### src/rtl/cva6_ras_ckpt_pkg.sv
// Shared types for the checkpointable return-address stack.
package cva6_ras_ckpt_pkg;
   typedef enum logic {RAS_WRAP = 1'b0, RAS_SAT = 1'b1} ras_ovf_mode_e;
endpackage

### src/rtl/cva6_ras_ckpt.sv
// Circular return-address stack with overflow policy, same-cycle push+pop and
// {top_ptr, count} checkpoint/restore for speculative frontend prediction.
module cva6_ras_ckpt
   import cva6_ras_ckpt_pkg::*;
#(
   parameter int unsigned   VLEN      = 32,
   parameter int unsigned   RAS_DEPTH = 2,
   parameter ras_ovf_mode_e OVF_MODE  = RAS_WRAP,
   localparam int unsigned  PW        = (RAS_DEPTH > 1) ? $clog2(RAS_DEPTH) : 1,
   localparam int unsigned  CW        = $clog2(RAS_DEPTH + 1)
) (
   input  logic               clk_i,
   input  logic               rst_ni,
   input  logic               flush_i,
   input  logic               push_i,
   input  logic               pop_i,
   input  logic [VLEN-1:0]    data_i,
   output logic               ra_valid_o,
   output logic [VLEN-1:0]    ra_o,
   output logic [PW+CW-1:0]   ckpt_o,
   input  logic               restore_i,
   input  logic [PW+CW-1:0]   restore_ckpt_i,
   output logic               empty_o,
   output logic               full_o,
   output logic               overflow_o,
   output logic               underflow_o
);

   typedef struct packed {
      logic [PW-1:0] ptr;
      logic [CW-1:0] cnt;
   } ras_ckpt_t;

   logic [VLEN-1:0] mem_q [RAS_DEPTH];
   logic [PW-1:0]   ptr_q, ptr_d;
   logic [CW-1:0]   cnt_q, cnt_d;
   logic            wr_en;
   logic [PW-1:0]   wr_idx;
   logic            empty, full;
   ras_ckpt_t       rst_ckpt;

   // Modulo arithmetic by compare so non-power-of-2 depths wrap correctly.
   function automatic logic [PW-1:0] ptr_inc(input logic [PW-1:0] p);
      if (p == PW'(RAS_DEPTH - 1)) return '0;
      else                         return p + PW'(1);
   endfunction

   function automatic logic [PW-1:0] ptr_dec(input logic [PW-1:0] p);
      if (p == '0) return PW'(RAS_DEPTH - 1);
      else         return p - PW'(1);
   endfunction

   assign rst_ckpt = ras_ckpt_t'(restore_ckpt_i);
   assign empty    = (cnt_q == '0);
   assign full     = (cnt_q == CW'(RAS_DEPTH));

   always_comb begin
      ptr_d       = ptr_q;
      cnt_d       = cnt_q;
      wr_en       = 1'b0;
      wr_idx      = ptr_q;
      overflow_o  = 1'b0;
      underflow_o = 1'b0;
      if (flush_i) begin
         ptr_d = '0;
         cnt_d = '0;
      end else if (restore_i) begin
         ptr_d = rst_ckpt.ptr;
         cnt_d = rst_ckpt.cnt;
      end else if (push_i && pop_i) begin
         wr_en = 1'b1;
         if (empty) begin
            wr_idx = ptr_inc(ptr_q);
            ptr_d  = ptr_inc(ptr_q);
            cnt_d  = CW'(1);
         end
      end else if (push_i) begin
         if (!full) begin
            wr_en  = 1'b1;
            wr_idx = ptr_inc(ptr_q);
            ptr_d  = ptr_inc(ptr_q);
            cnt_d  = cnt_q + CW'(1);
         end else begin
            overflow_o = 1'b1;
            if (OVF_MODE == RAS_WRAP) begin
               wr_en  = 1'b1;
               wr_idx = ptr_inc(ptr_q);
               ptr_d  = ptr_inc(ptr_q);
            end
         end
      end else if (pop_i) begin
         if (!empty) begin
            ptr_d = ptr_dec(ptr_q);
            cnt_d = cnt_q - CW'(1);
         end else begin
            underflow_o = 1'b1;
         end
      end
   end

   always_ff @(posedge clk_i or negedge rst_ni) begin
      if (!rst_ni) begin
         ptr_q <= '0;
         cnt_q <= '0;
         for (int unsigned i = 0; i < RAS_DEPTH; i++) mem_q[i] <= '0;
      end else begin
         ptr_q <= ptr_d;
         cnt_q <= cnt_d;
         if (wr_en) mem_q[wr_idx] <= data_i;
      end
   end

   assign ra_o       = mem_q[ptr_q];
   assign ra_valid_o = !empty;
   assign empty_o    = empty;
   assign full_o     = full;
   assign ckpt_o     = {ptr_q, cnt_q};

   a_cnt_range : assert property (@(posedge clk_i) disable iff (!rst_ni)
      32'(cnt_q) <= RAS_DEPTH);
   a_ptr_range : assert property (@(posedge clk_i) disable iff (!rst_ni)
      32'(ptr_q) < RAS_DEPTH);
   a_restore_legal : assert property (@(posedge clk_i) disable iff (!rst_ni)
      (restore_i && !flush_i) |->
         (32'(rst_ckpt.cnt) <= RAS_DEPTH) && (32'(rst_ckpt.ptr) < RAS_DEPTH));
   a_restore_no_write : assert property (@(posedge clk_i) disable iff (!rst_ni)
      (restore_i && !flush_i) |-> !wr_en);
   a_restore_exact : assert property (@(posedge clk_i) disable iff (!rst_ni)
      (restore_i && !flush_i) |=>
         (ptr_q == $past(rst_ckpt.ptr)) && (cnt_q == $past(rst_ckpt.cnt)));

endmodule

### config.mk
export PLATFORM = sky130hd
export DESIGN_NAME = cva6_ras_ckpt
export DESIGN_NICKNAME = d
export VERILOG_FILES = /design/src/rtl/cva6_ras_ckpt_pkg.sv /design/src/rtl/cva6_ras_ckpt.sv
export SDC_FILE = /design/constraint.sdc
export NUM_CORES = 1
export LEC_CHECK = 0
export CAP_MARGIN = 10
export CORE_ASPECT_RATIO = 1.2
export CORE_MARGIN = 2
export CORE_UTILIZATION = 53
export DETAILED_ROUTE_END_ITERATION = 6
export PLACE_DENSITY = 0.92
export SLEW_MARGIN = 20
export SYNTH_ARGS = -nofsm -noshare
export SYNTH_HDL_FRONTEND = slang
export SYNTH_SLANG_ARGS = --single-unit
### constraint.sdc
create_clock -name clk_i -period 6.33 [get_ports clk_i]
set_input_delay 0.9495 -clock clk_i [delete_from_list [all_inputs] [get_ports clk_i]]
set_output_delay 0.9495 -clock clk_i [all_outputs]
set_load 0.005 [all_outputs]
; Word-level counts from Yosys, hierarchy flattened
; Cells that the tools add are included.
[classes]
n_addsub = 4
n_lt_le_gt_ge = 3
eq_ne = 4
muxes = 42
bitwise = 2
n_reduce_logical = 7
[op_table]
columns = cell, n
row1 = $mux W32, 4
row2 = $bwmux W64, 1
row3 = $demux W32 S1, 1
row4 = $mux W1, 28
row5 = $mux W2, 8
row6 = $ne A5 B4 Y1 const B, 2
row7 = $reduce_bool A5 Y1, 1
row8 = $ge A2 B2 Y1 const B, 2
row9 = $ne A4 B4 Y1 const B, 1
row10 = $not A1 Y2, 2
row11 = $reduce_and A4 Y1, 1
row12 = $add A2 B1 Y2 const B, 1
row13 = $eq A2 B2 Y1 const B, 1
row14 = $logic_and A1 B1 Y1, 2
row15 = $logic_not A2 Y1, 1
row16 = $lt A2 B1 Y1 const B, 1
row17 = $reduce_and A2 Y1, 1
row18 = $sub A2 B1 Y2 const B, 1
row19 = $add A1 B1 Y1 const B, 1
row20 = $logic_not A1 Y1, 1
row21 = $sub A1 B1 Y1 const B, 1
[totals]
regBits = 67
word_cells = 66

; Longest topological paths before layout
; Gate-level depths: netlist of the first run.
[logic_depth]
depth_word = 12
depth_mapped = 9
mapped_depth_nobuf = 6

; Least setup slack after synthesis of the first run
; OpenSTA, ideal clock, no wires.
[synth_timing]
path_type = input port to flip-flop
from = in push_i
to = reg mem_q[34] (netlist name)
setup_time_ns = 0.125
arrival_ns = 2.638
path_slack_ns = 3.567
path_stages = 8
path_buffers = 2
path_cell_list = clkbuf_1 inv_1 ha_1 a21oi_1 a311oi_2 nor2_1 buf_6 mux2_2
[synth_between]
elab_chain_len = 10
[synth_rtl]
columns = element, line
row1 = start: declaration, cva6_ras_ckpt.sv:15  ; input logic push_i,
row2 = $mux W1 / $logic_and A1 B1 Y1 (equally long branches), "cva6_ras_ckpt.sv:77, cva6_ras_ckpt.sv:70"
row3 = $mux W1, cva6_ras_ckpt.sv:70  ; end else if (push_i && pop_i) begin
row4 = $mux W1, cva6_ras_ckpt.sv:67  ; end else if (restore_i) begin
row5 = $mux W1, cva6_ras_ckpt.sv:64  ; if (flush_i) begin
row6 = $not A1 Y2 (implied by the code), cva6_ras_ckpt.sv:109  ; if (wr_en) mem_q[wr_idx] <= data_i;
row7 = $ge A2 B2 Y1 (implied by the code) / $lt A2 B1 Y1 (equally long branches), cva6_ras_ckpt.sv:109
row8 = $logic_and A1 B1 Y1 (implied by the code), cva6_ras_ckpt.sv:109
row9 = $mux W32 (implied by the code), cva6_ras_ckpt.sv:109
row10 = $demux W32 S1, cva6_ras_ckpt.sv:109
row11 = $bwmux W64, cva6_ras_ckpt.sv:109
row12 = end signal: indexed assignment, cva6_ras_ckpt.sv:109
row13 = end: declaration, cva6_ras_ckpt.sv:34  ; logic [VLEN-1:0] mem_q [RAS_DEPTH];
; Parallel ways exist; a longest one is shown, timed or not.
; A chain may end at the register's enable or synchronous reset.

; Worst setup path in the final report of the first run
[layout_timing]
from = in restore_i
to = out overflow_o
[layout_between]
elab_chain_len = 2
[layout_rtl]
columns = element, line
row1 = start: declaration, cva6_ras_ckpt.sv:21  ; input logic restore_i,
row2 = $mux W1, cva6_ras_ckpt.sv:67
row3 = $mux W1, cva6_ras_ckpt.sv:64
row4 = end: declaration, cva6_ras_ckpt.sv:25  ; output logic overflow_o,
; Every way passes these cells.

==> results of run 1 <==
## cell type report
| cell class | count | area (µm²) |
|---|---|---|
| clock inverter | 4 | 73.8 |
| clock buffer | 12 | 145 |
| inverter | 7 | 26.3 |
| tap | 82 | 103 |
| timing repair buffer | 83 | 818 |
| fill | 438 | 1690 |
| sequential | 67 | 1680 |
| multi-input combinational | 131 | 1450 |
## report_power, final
| group | total (W) | internal [W] | switching [W] | leakage (nW) |
|---|---|---|---|---|
| combinational | 0.000384 | 0.000275 | 0.000109 | 1.00 |
| clock | 0.000388 | 0.000233 | 0.000155 | 0.111 |
| sequential | 0.000591 | 0.000530 | 0.0000605 | 0.825 |
| total | 0.00136 | 0.00104 | 0.000324 | 1.94 |
## per-stage QoR
stage	power, W	instances	utilization, %
finish	0.00136	386	71.8
global route	0.00143	386	71.8
CTS	0.00138	386	71.8
detailed placement	0.000984	370	68.1
global placement	0.000966	370	68.1
floorplan	0.000797	218	-
## path summary, 6_finish.rpt
check | from | end | slack, ns | cells after the start
setup reg to reg | ptr_q | mem_q[60] | 3.07 | 7
setup / recovery | restore_i | overflow_o | 2.67 | 5
hold reg to reg | mem_q[32] | mem_q[32] | 0.49 | 1
hold / removal | mem_q[32] | mem_q[32] | 0.49 | 1
max in group asynchronous | rst_ni | mem_q[24] | 5.01 | 2
min in group asynchronous | rst_ni | mem_q[40] | 0.78 | 2
## cell usage after synthesis
library cell  instances  share of area [%]
or3_1                 1               0.19
nor2b_1               1               0.19
mux2_2               65                 23
mux2i_1               3               0.92
o211ai_1              1               0.23
xor2_1                1               0.27
nor2_1                5               0.58
nand2_1               2               0.23
ha_1                  2               0.77
a311oi_2              1               0.46
o21ai_0               4               0.62
nand3_2               1               0.31
mux2_1                2               0.69
a21oi_1               3               0.46
buf_2                 1               0.15
dfrtp_1              67                 52
and2_1                1               0.19
a221oi_1              2               0.54
mux2_4               30                 14
buf_6                 7                2.4
inv_1                 7               0.81
nor4_1                1               0.19
and3_1                1               0.19
clkbuf_1              4               0.46
buf_4                 1               0.23
nand2b_1              1               0.19
or2_2                 1               0.19
a211o_1               1               0.27
nand3_1               1               0.15
## logic make-up after synthesis
family,after synthesis,synth area share (%)
muxes,100,38.0
DFF,67,51.6
buffers and inverters,20,4.08
and+or+nand+nor,16,2.62
AOI/OAI and AO/OA,12,2.58
adders and majority gates,2,0.771
xor gates and xnor gates,1,0.270
## metal layers
metal | GRT usage (%) | vias to the layer above | share of wire (%)
met5 | 0 | - | 0
met4 | 10.2 | 0 | 2.4
met3 | 4.04 | 13 | 4.6
met2 | 29.5 | 59 | 49
met1 | 27.6 | 996 | 44
li1 | - | 933 | -
## registers in the layout, indices dropped and copies added (netlist names)
register	count
cnt_q	2
mem_q	64
ptr_q	1
## critical path: cells and delay by family
family / cells / cell delay [ns]
simple gates: 3 / 0.65
buf+inv: 2 / 1.11
==> impl_metrics.yaml, run 1 <==
setup_path:
  crit_arrival_ns: 2.71
  end_kind: "primary output"
  critical_path_class: "in -> out"
  required_ns: 5.38
  critPathSlowestCell: "clkdlybuf4s50_1"
  cp_max_fo: 8
  crit_top_cell: "clkdlybuf4s50_1"
  slowest_delay_ns: 0.56
  crit_chain: "clkdlybuf4s50_1 > nor2_1 > nand2_1 > nor4_1 > clkdlybuf4s50_1"
  critPathLaunchType: "input port"
cells_and_area:
  num_antenna_cells: 0
  areaGrowthSynthToFinish_pct: 32.1
  fin_nets: 342
  mostFrequentLayoutCells: "clkdlybuf4s50_1, dfrtp_1, mux2_2"
  fin_area_um2: 4290
  final_common_cell: "clkdlybuf4s50_1"
  drive_gt1_share_pct: 38.5
detailed_routing:
  drt_iter0_drc: 87
  firstDrtPassIters: 4
  postRouteAntennaNets: 0
  drc: 0
  via_count: 2001
  vias_per_cell: 5.18
  drt_wl_total_um: 6280
  routedWlPerCell_um: 16.3
logic_synthesis:
  ys_seq_area_share_pct: 51.6
  synth_nets: 261
  postSynthAreaPerCell_um2: 14.9
  synth.ff_latch_count: 67
  yosys_warnings: 0
  synth_area_um2: 3250
  synth_cell_type_count: 29
  synthCells: 218
timing:
  hold_viol: 0
  rsz0062_at_grt: "no"
  setup_ws_ns: 2.67
  fmax_mhz: 273
  min_period_over_period_pct: 57.8
  setup_viol: 0
  worst_pin_slew_ns: 0.961
  fin_tns_setup_ns: 0
  relSlewSlack_pct: 35.8
  fin_crit_ns: 3.66
  final-max-slew-violation-count: 0
  hold_slack_ns: 0.487
  finClkSkew_ns: 0.0140
clock_network:
  clkSinkCount: 67
  cts_buffer_depth: 2
  cts_setup_buffers: 0
  cts_made_buffers: 9
  cts_resized: 0
  root_buffer: "clkbuf_8"
  cts_tree: "yes"
  htree_levels: 3
  cts.hold.buffers_added: 0
  clk_pin_slew_worst_paths_ns: 0.07
  insertion_delay_ns: 0.34
pwr:
  power_density_nw_per_um2: 318
  p_leak_nw: 1.94
  peakVddDrop_mv: 0.212
global_route:
  gr-total-overflow: 0
  grt.total_usage_pct: 20.0
  grt_pass1_wl_um: 10200
  grt_pass1_vias: 2115
  grt_max_degree: 68
  grt_antenna_before_repair: 0
run_status:
  status: "finished clean"
place:
  dpl_cell_area_um2: 4070
  dp_slack_ns: 2.70
  hpwl_um: 4160
  gp_congestion: 0.838
  numPortBuffers: 80
die:
  row_count: 31
  ios: 81
  core_um2: 5970
  die_x_um: 75.5
  die_h_um: 89.7
  dieArea_um2: 6770
  initial_utilization_pct: 54.4
run:
  maxCapViolCount: 0
worst_hold_path:
  hold_path.class: "reg -> reg"
Note: power is estimated with default switching activity, not from simulation.
==> run 2: changes to the inputs <==
--- a/config.mk
+++ b/config.mk
@@ -8,9 +8,9 @@
 export CAP_MARGIN = 10
 export CORE_ASPECT_RATIO = 1.2
 export CORE_MARGIN = 2
-export CORE_UTILIZATION = 53
+export CORE_UTILIZATION = 44
 export DETAILED_ROUTE_END_ITERATION = 6
-export PLACE_DENSITY = 0.92
+export PLACE_DENSITY = 0.83
 export SLEW_MARGIN = 20
 export SYNTH_ARGS = -nofsm -noshare
 export SYNTH_HDL_FRONTEND = slang
==> constraint.sdc (replaced) <==
create_clock -name clk_i -period 3.04 [get_ports clk_i]
set_input_delay 0.456 -clock clk_i [delete_from_list [all_inputs] [get_ports clk_i]]
set_output_delay 0.456 -clock clk_i [all_outputs]
set_load 0.005 [all_outputs]
==> impl_metrics.yaml, run 2 (synthesis results as in run 1) <==
run_status:
  status: "finished clean"
timing:
  fin_crit_ns: 2.56
  min_period_over_period_pct: 84.3
  relSlewSlack_pct: 45.7
  fmax_mhz: 390
  worst_pin_slew_ns: 0.814
  setup_viol: 0
  finClkSkew_ns: 0.0116
  hold_viol: 0
  fin_tns_setup_ns: 0
  rsz0062_at_grt: "no"
  final-max-slew-violation-count: 0
  setup_ws_ns: 0.477
global_route:
  grt_pass1_vias: 2199
  grt.total_usage_pct: 17.6
  use_met1_pct: 23.5
  gr-total-overflow: 0
  grt_antenna_before_repair: 0
  use_met3_pct: 2.87
  met2_usage_pct: 27.8
  grt_max_degree: 38
  grt_pass1_wl_um: 10800
  top_usage_layer: "met2"
setup_path:
  slowest_delay_ns: 0.53
  critPathSlowestCell: "clkdlybuf4s50_1"
  cp_max_fo: 8
  crit_chain: "clkdlybuf4s50_1 > or2_2 > nor2_1 > and3_1 > clkdlybuf4s50_1"
  critical_path_class: "in -> out"
  critPathLaunchType: "input port"
  crit_top_cell: "clkdlybuf4s50_1"
  end_kind: "primary output"
  r2r_slack_ns: 0.70
  required_ns: 2.58
  crit_arrival_ns: 2.11
detailed_routing:
  postRouteAntennaNets: 0
  routedWlPerCell_um: 16.1
  drt_wl_total_um: 6460
  via_count: 2032
  vias_per_cell: 5.08
  drc: 0
  drt_iter0_drc: 44
  firstDrtPassIters: 4
cells_and_area:
  num_antenna_cells: 0
  areaGrowthSynthToFinish_pct: 32.8
  fin_area_um2: 4310
  fill_cells: 602
  fin_nets: 348
  drive_gt1_share_pct: 39.0
  regMostFlops: "mem_q"
  mostFrequentLayoutCells: "clkdlybuf4s50_1, dfrtp_1, mux2_2"
  final_common_cell: "clkdlybuf4s50_1"
  top_regs: "mem_q x64, cnt_q x2, ptr_q x1"
  largest_reg_flops: 64
place:
  dp_slack_ns: 0.487
  hpwl_um: 4450
  gp_congestion: 0.803
  dpl_cell_area_um2: 4120
  numPortBuffers: 80
clock_network:
  insertion_delay_ns: 0.33
  root_buffer: "clkbuf_8"
  cts.hold.buffers_added: 0
  cts_tree: "yes"
  cts_resized: 0
  cts_setup_buffers: 0
  clkSinkCount: 67
  clk_pin_slew_worst_paths_ns: 0.06
  htree_levels: 3
  cts_made_buffers: 9
  cts_buffer_depth: 2
die:
  initial_utilization_pct: 45.2
  die_h_um: 98.1
  ios: 81
  dieArea_um2: 8080
  row_count: 34
  die_x_um: 82.4
  core_um2: 7190
run:
  maxCapViolCount: 0
worst_hold_path:
  hold_path.class: "in -> async"
pwr:
  p_leak_nw: 1.95
  peakVddDrop_mv: 0.388
  power_density_nw_per_um2: 635
[run 2: cell count changes in the layout (fill, tap and decap cells not counted), sizes merged]
| cell | delta |
|---|---|
| clkbuf | +2 |
| clkinv | -1 |
| bufinv | -1 |
| buf | +6 |
[run 2: path summary, 6_finish.rpt]
| path | start | endpoint | cells after the start |
|---|---|---|---|
| min reg2reg | mem_q[33] | mem_q[33] | 1 |
| max | restore_i | underflow_o | 5 |
| min in group clk_i | mem_q[33] | mem_q[33] | 1 |
| min | rst_ni | mem_q[38] | 1 |
| max reg2reg | ptr_q | mem_q[2] | 8 |
| max in group asynchronous | rst_ni | mem_q[39] | 2 |
[run 2: metrics by stage]
stage                     std cells  power (W)  utilization, %  hold WS [ns]
final                           400    0.00274            60.0         0.228
after floorplan                 218    0.00166               -         0.160
after global placement          384    0.00202            57.4         0.464
after detailed placement        384    0.00205            57.4         0.476
after global routing            400    0.00290            60.0         0.290
after CTS                       400    0.00278            60.0         0.244
[run 2: area by class of cell]
class / count / area [µm²] / share of cell area (%)
multi-input combinational: 131 / 1450 / 33.5
tap: 90 / 113 / 2.61
inverter: 7 / 26.3 / 0.609
timing repair buffer: 89 / 863 / 20.0
clock inverter: 2 / 35.0 / 0.813
sequential: 67 / 1680 / 38.9
clock buffer: 14 / 153 / 3.54
[run 2: where the power goes]
part           internal [W]  switching, W  leakage (nW)
Clock              0.000402      0.000305        0.0947
Combinational      0.000577      0.000235          1.03
Sequential          0.00111      0.000116         0.825
[run 2: layer usage]
layer | up-vias | part of all wire [%]
li1 | 948 | -
met4 | 0 | 2.0
met2 | 49 | 51
met3 | 12 | 3.7
met5 | - | 0
met1 | 1023 | 43
[run 2: worst max-delay path, delay by kind of cell]
| family | cells | cell delay (ns) |
|---|---|---|
| buffers and inverters | 2 | 1.02 |
| and+or+nand+nor | 3 | 0.63 |
